--- src/rtl/mac_mod_iter.sv ---
// Iterative multiply-add: result = (a*b + c) mod 2^OUT_W, consuming K multiplier bits per cycle.
// Handshake: start is taken only while ready_o=1; done_o pulses once with result_o/ovf_o, which hold until the next done_o.
module mac_mod_iter #(
  parameter int WIDTH_A = 8,
  parameter int WIDTH_B = 9,
  parameter int WIDTH_C = 17,
  parameter int OUT_W   = 18,
  parameter int K       = 1
) (
  input  logic               clk,
  input  logic               rst,
  input  logic               start_i,
  input  logic               abort_i,
  input  logic [WIDTH_A-1:0] a_i,
  input  logic [WIDTH_B-1:0] b_i,
  input  logic [WIDTH_C-1:0] c_i,
  output logic               ready_o,
  output logic               busy_o,
  output logic               done_o,
  output logic [OUT_W-1:0]   result_o,
  output logic               ovf_o,
  output logic               dbg_state_o
);

  localparam int AB_W  = WIDTH_A + WIDTH_B;
  localparam int ACC_W = ((AB_W > WIDTH_C) ? AB_W : WIDTH_C) + 1;
  localparam int N     = WIDTH_B / K;
  localparam int CNT_W = (N > 1) ? $clog2(N) : 1;

  typedef enum logic {IDLE = 1'b0, BUSY = 1'b1} state_e;

  state_e             state_q, state_d;
  logic [ACC_W-1:0]   acc_q, acc_d;
  logic [ACC_W-1:0]   mcand_q, mcand_d;
  logic [WIDTH_B-1:0] mplier_q, mplier_d;
  logic [CNT_W-1:0]   cnt_q, cnt_d;
  logic [OUT_W-1:0]   result_q, result_d;
  logic               ovf_q, ovf_d;
  logic               done_q, done_d;

  logic [ACC_W-1:0]   partial;
  logic [ACC_W-1:0]   acc_next;
  logic               ovf_next;
  logic               last_iter;

  // Multiplicand is pre-shifted and multiplier consumed from the LSB, so digit i lands at weight 2^(iK).
  assign partial   = mcand_q * ACC_W'(mplier_q[K-1:0]);
  assign acc_next  = acc_q + partial;
  assign last_iter = (cnt_q == CNT_W'(N - 1));

  generate
    if (OUT_W < ACC_W) begin : g_ovf
      assign ovf_next = |acc_next[ACC_W-1:OUT_W];
    end else begin : g_no_ovf
      assign ovf_next = 1'b0;
    end
  endgenerate

  always_ff @(posedge clk or negedge rst) begin
    if (!rst) begin
      state_q  <= IDLE;
      acc_q    <= '0;
      mcand_q  <= '0;
      mplier_q <= '0;
      cnt_q    <= '0;
      result_q <= '0;
      ovf_q    <= 1'b0;
      done_q   <= 1'b0;
    end else begin
      state_q  <= state_d;
      acc_q    <= acc_d;
      mcand_q  <= mcand_d;
      mplier_q <= mplier_d;
      cnt_q    <= cnt_d;
      result_q <= result_d;
      ovf_q    <= ovf_d;
      done_q   <= done_d;
    end
  end

  always_comb begin
    state_d  = state_q;
    acc_d    = acc_q;
    mcand_d  = mcand_q;
    mplier_d = mplier_q;
    cnt_d    = cnt_q;
    result_d = result_q;
    ovf_d    = ovf_q;
    done_d   = 1'b0;
    case (state_q)
      IDLE: begin
        if (start_i) begin
          state_d  = BUSY;
          acc_d    = ACC_W'(c_i);
          mcand_d  = ACC_W'(a_i);
          mplier_d = b_i;
          cnt_d    = '0;
        end
      end
      BUSY: begin
        if (abort_i) begin
          state_d = IDLE;
        end else begin
          acc_d    = acc_next;
          mcand_d  = mcand_q << K;
          mplier_d = mplier_q >> K;
          cnt_d    = cnt_q + CNT_W'(1);
          if (last_iter) begin
            state_d  = IDLE;
            result_d = acc_next[OUT_W-1:0];
            ovf_d    = ovf_next;
            done_d   = 1'b1;
          end
        end
      end
      default: state_d = IDLE;
    endcase
  end

  assign ready_o     = (state_q == IDLE);
  assign busy_o      = (state_q == BUSY);
  assign done_o      = done_q;
  assign result_o    = result_q;
  assign ovf_o       = ovf_q;
  assign dbg_state_o = state_q;

endmodule
--- config.mk ---
export PLATFORM = sky130hd
export DESIGN_NAME = mac_mod_iter
export DESIGN_NICKNAME = d
export VERILOG_FILES = /design/src/rtl/mac_mod_iter.sv
export SDC_FILE = /design/constraint.sdc
export NUM_CORES = 1
export LEC_CHECK = 0
export CAP_MARGIN = 15
export CORE_UTILIZATION = 59
export CTS_BUF_LIST = sky130_fd_sc_hd__clkbuf_16
export CTS_CLUSTER_SIZE = 28
export DETAILED_ROUTE_END_ITERATION = 8
export PLACE_DENSITY = 0.9
export REMOVE_ABC_BUFFERS = 1
export SKIP_CTS_REPAIR_TIMING = 1
export SLEW_MARGIN = 10
export SYNTH_ARGS = -nofsm -noshare
export SYNTH_HDL_FRONTEND = slang
export SYNTH_SLANG_ARGS = --single-unit
--- constraint.sdc ---
create_clock -name clk -period 4.2 [get_ports clk]
set_clock_uncertainty 0.2 [all_clocks]
set_input_delay 0.84 -clock clk [delete_from_list [all_inputs] [get_ports clk]]
set_output_delay 0.84 -clock clk [all_outputs]
set_load 0.02 [all_outputs]
; After elaboration in Yosys (flattened, before gate mapping)
; Index checks and enable logic that the tools add are counted.
[word_totals]
word_cells = 36
input_bits = 38
reg_bits = 69
out_inout_bits = 23
[op_classes]
mul = 1
eq_ne = 3
bitwise = 2
addsub = 2
reduce_logical = 2
muxes = 19
[ops]
columns = op, count
row1 = $mux W18, 4
row2 = $pmux W18 S2, 2
row3 = $add A18 B18 Y18, 1
row4 = $mul A18 B1 Y18, 1
row5 = $mux W9, 2
row6 = $pmux W9 S2, 1
row7 = $mux W4, 2
row8 = $pmux W4 S2, 1
row9 = $mux W1, 6
row10 = $add A4 B1 Y4 const B, 1
row11 = $eq A4 B4 Y1 const B, 1
row12 = $ne A2 B2 Y1 const B, 2
row13 = $reduce_and A3 Y1, 1
row14 = $not A1 Y1, 2
row15 = $pmux W1 S2, 1
row16 = $reduce_and A2 Y1, 1

; Logic depth before layout (Yosys ltp)
[logic_depth]
ltp_word = 4
mapped_depth = 11
ltp_nobuf = 10

; Worst setup path before layout
; No wires, ideal clock.
[synth_timing]
path_type = reg2reg
startpoint = register mplier_q[0]
endpoint = register acc_q[14]
n_path_buf = 1
slack_ns = 1.648
t_required_ns = 3.914
stages_incl_launch_ff = 12
period_less_slack_ns = 2.552
t_arrival_ns = 2.266
setup_time_ns = 0.086
cell_sequence = dfrtp_1 > clkbuf_1 > and2_1 > ha_1 > inv_1 > fa_1 > nor2b_1 > o31a_1 > o21ai_1 > a22o_1 > nor4b_2 > nor3_1
[synth_via]
elab_chain_cells = 4
[synth_rtl]
columns = item, line_no
row1 = start: declaration, 35  ; logic [WIDTH_B-1:0] mplier_q, mplier_d;
row2 = start signal: assignment, 73  ; mplier_q <= mplier_d;
row3 = $mul A18 B1 Y18, 47  ; assign partial = mcand_q * ACC_W'(mplier_q[K-1:0]);
row4 = $add A18 B18 Y18, 48  ; assign acc_next = acc_q + partial;
row5 = $mux W18, 101  ; if (abort_i) begin
row6 = $pmux W18 S2, 90  ; case (state_q)
row7 = end signal: assignment, 62  ; acc_q <= '0;
row8 = end signal: assignment, 71  ; acc_q <= acc_d;
row9 = end: declaration, 33  ; logic [ACC_W-1:0] acc_q, acc_d;
; No other way between the ends. The select of a mux whose other input is x is not followed.
; A chain may end at the register's enable or synchronous reset.

; Worst setup path after layout
; Ends and elaborated chain as after synthesis.

==> impl_metrics.json <==
{
  "synth_commonest_cells": "69 x dfrtp_1, 63 x nand2_1, 52 x o21ai_0",
  "nNetsFinal": 542,
  "cts_max_path_buffers": 2,
  "wire_per_inst_microns": 17.9,
  "grt_pass1_wl_microns": 16700,
  "synth-async-reset-ratio_pct": 100,
  "grt_pass1_vias": 3365,
  "dp_slack_ns": 1.16,
  "vias": 3544,
  "hp-start": "result_o[3]$_DFFE_PN0P_",
  "fin_tns_setup_ns": 0,
  "initial_core_util_pct": 62.6,
  "maxSlewHeadroom_pct": 54.3,
  "crit_type": "flop to flop",
  "crit_slowest_cell": "dfrtp_1",
  "synth_area_sq_um": 4090,
  "worst-path-stages": 10,
  "final_area_sq_um": 4980,
  "whs_ns": 0.274,
  "placedInstanceArea_sq_um": 4700,
  "grt_overflow": 0,
  "crit_start": "mplier_q[0]$_DFFE_PN0P_",
  "netlist_instances": 434,
  "clockRootBuffer": "clkbuf_16",
  "crit_chain": "and2_1 -> ha_1 -> inv_1 -> fa_1 -> nor2b_1 -> o31a_1 -> o21ai_1 -> a22o_1 -> nor4b_2 -> nor3_1",
  "ys_ff_latch": 69,
  "tightest_slew_ns": 0.685,
  "fin_cells": 566,
  "multi_input_area_sq_um": 2180,
  "clkTransAtPathRegs_ns": 0.06,
  "syn_area_per_cell_sq_um": 9.42,
  "grt_setup_unrepaired": "false",
  "arrival_ns": 3.03,
  "synth_area_leader_cell": "dfrtp_1",
  "cap_violations": 0,
  "antenna_found_initial": 0,
  "final_util_pct": 76.2,
  "grtUsageTotal_pct": 30.0,
  "power_mw": 2.55,
  "synth_edf_count": 0,
  "area_growth_pct": 21.7,
  "min_path_cells": 2,
  "worst_setup_path_start_kind": "flop",
  "cpPeakStageDelay_ns": 0.66,
  "slew_viol_final": 0,
  "rows": 29,
  "path_max_fanout": 19,
  "cp-end-kind": "flop",
  "fp.coreArea_sq_um": 6530,
  "clock.fmax_mhz": 335,
  "fp.dieH_microns": 85.3,
  "status": "finished, final reports clean",
  "synth_top_flop_cell": "dfrtp_1",
  "timing.rr.start": "mplier_q[0]$_DFFE_PN0P_",
  "finalSetupViolations": 0,
  "ant_nets": 0,
  "ys_seq_area_share_pct": 42.2,
  "synth_top_area_share_pct": 42.2,
  "final.period_utilization_pct": 71.0,
  "dieWidth_microns": 85.3,
  "h-tree-depth": 3,
  "vias_per_cell": 6.26,
  "cp.required_ns": 4.25,
  "insertion_delay_ns": 0.33,
  "synth.distinct_cells": 54,
  "path_buf_inv": 1,
  "yosysWarnings": 0,
  "grt_max_degree": 41,
  "die_area_sq_um": 7270,
  "period_minus_slack_ns": 2.98,
  "hold_violations": 0,
  "drcViolationCount": 0,
  "antenna_cells": 0,
  "io_buffers": 59,
  "initialDrtViolationCount": 267,
  "critPathTopFamily": "simple AND/OR/NAND/NOR gates",
  "synth.most_common_cell": "dfrtp_1",
  "numCtsBuffers": 9,
  "wirelength_microns": 10100,
  "dp_cells": 550,
  "hpwl_microns": 6930,
  "cellPowerDensity_nw_per_um2": 513,
  "cts_tree": "yes",
  "cts.sinks": 69,
  "register_area_sq_um": 1730,
  "synthTopCellsByArea": "dfrtp_1 42%, o21ai_0 6.4%, ha_1 5.8%",
  "io_pins": 61,
  "vdd_ir_drop_max_v": 0.000267,
  "min_path_type": "flop to flop",
  "drive_above_1_share_pct": 7.57,
  "fill_cells": 439,
  "r2r_cells": 10,
  "final.setup.worst_slack_ns": 1.22,
  "globalplace.congestion": 0.926,
  "dr.pass1.iters": 6,
  "leakage_nw": 2.23
}
## cell type report
cell class / count / share of cell area [%]
timing repair buffer: 67 / 13.2
clock buffer: 9 / 4.52
clock inverter: 7 / 1.16
multi-input combinational: 329 / 43.9
tap: 77 / 1.94
inverter: 8 / 0.603
sequential: 69 / 34.7
## final timing paths
check                           slack [ns]                      end
worst max-delay path                  1.22    acc_q[14]$_DFFE_PN0P_
worst min-delay path                  0.27  result_o[3]$_DFFE_PN0P_
min in group asynchronous             0.35  mplier_q[2]$_DFFE_PN0P_
worst min register to register        0.27  result_o[3]$_DFFE_PN0P_
worst max register to register        1.22    acc_q[14]$_DFFE_PN0P_
max in group asynchronous             2.48     cnt_q[1]$_DFFE_PN0P_
## cell families after synthesis
| group | share of synthesized area (%) |
|---|---|
| xor+xnor | 3.00 |
| buf+inv | 4.44 |
| fa+ha+maj | 6.30 |
| flops | 42.2 |
| compound gates | 22.5 |
| mux | 5.48 |
| simple gates | 15.9 |
| other cells | 0.0917 |
## power breakdown
part	internal, mW	leakage [nW]	switching [mW]
Clock	0.450	0.139	0.283
Sequential	0.796	0.897	0.129
Combinational	0.362	1.19	0.532
Total	1.61	2.23	0.945
## sequential cells by signal, summed over array words and instances (netlist names)
name,cells
acc_q,18
mcand_q,18
result_o,18
mplier_q,9
cnt_q,4
busy_o,1
done_o,1
## worst register-to-register path, stage by stage (launching register included)
cell and delay, ns:
dfrtp_1 0.66, and2_1 0.21, ha_1 0.18, inv_1 0.06, fa_1 0.41, nor2b_1 0.19, o31a_1 0.23, o21ai_1 0.14
a22o_1 0.25, nor4b_2 0.17, nor3_1 0.19
## cell usage in the layout, fill, tap and decap left out, types with 7 or more instances in the layout
cell,Yosys,routed
a21oi_1,28,28
inv_1,7,8
o21ai_0,52,52
clkdlybuf4s50_1,0,58
and2_1,17,17
dfrtp_1,69,69
ha_1,19,19
mux2i_1,19,19
xor2_1,8,8
nor2_1,15,14
a22o_1,14,14
nand4_1,8,8
buf_4,4,7
clkbuf_16,0,9
nand2_1,63,63
nand3_1,9,9
## metal layers
layer	GRT usage [%]	routed length, microns	up-vias
li1	-	-	1656
met1	40.8	4360	1704
met2	49.2	4920	165
met3	3.79	662	19
met4	12.0	189	0
met5	0	0	-
Note: power is estimated with default switching activity, not from simulation.
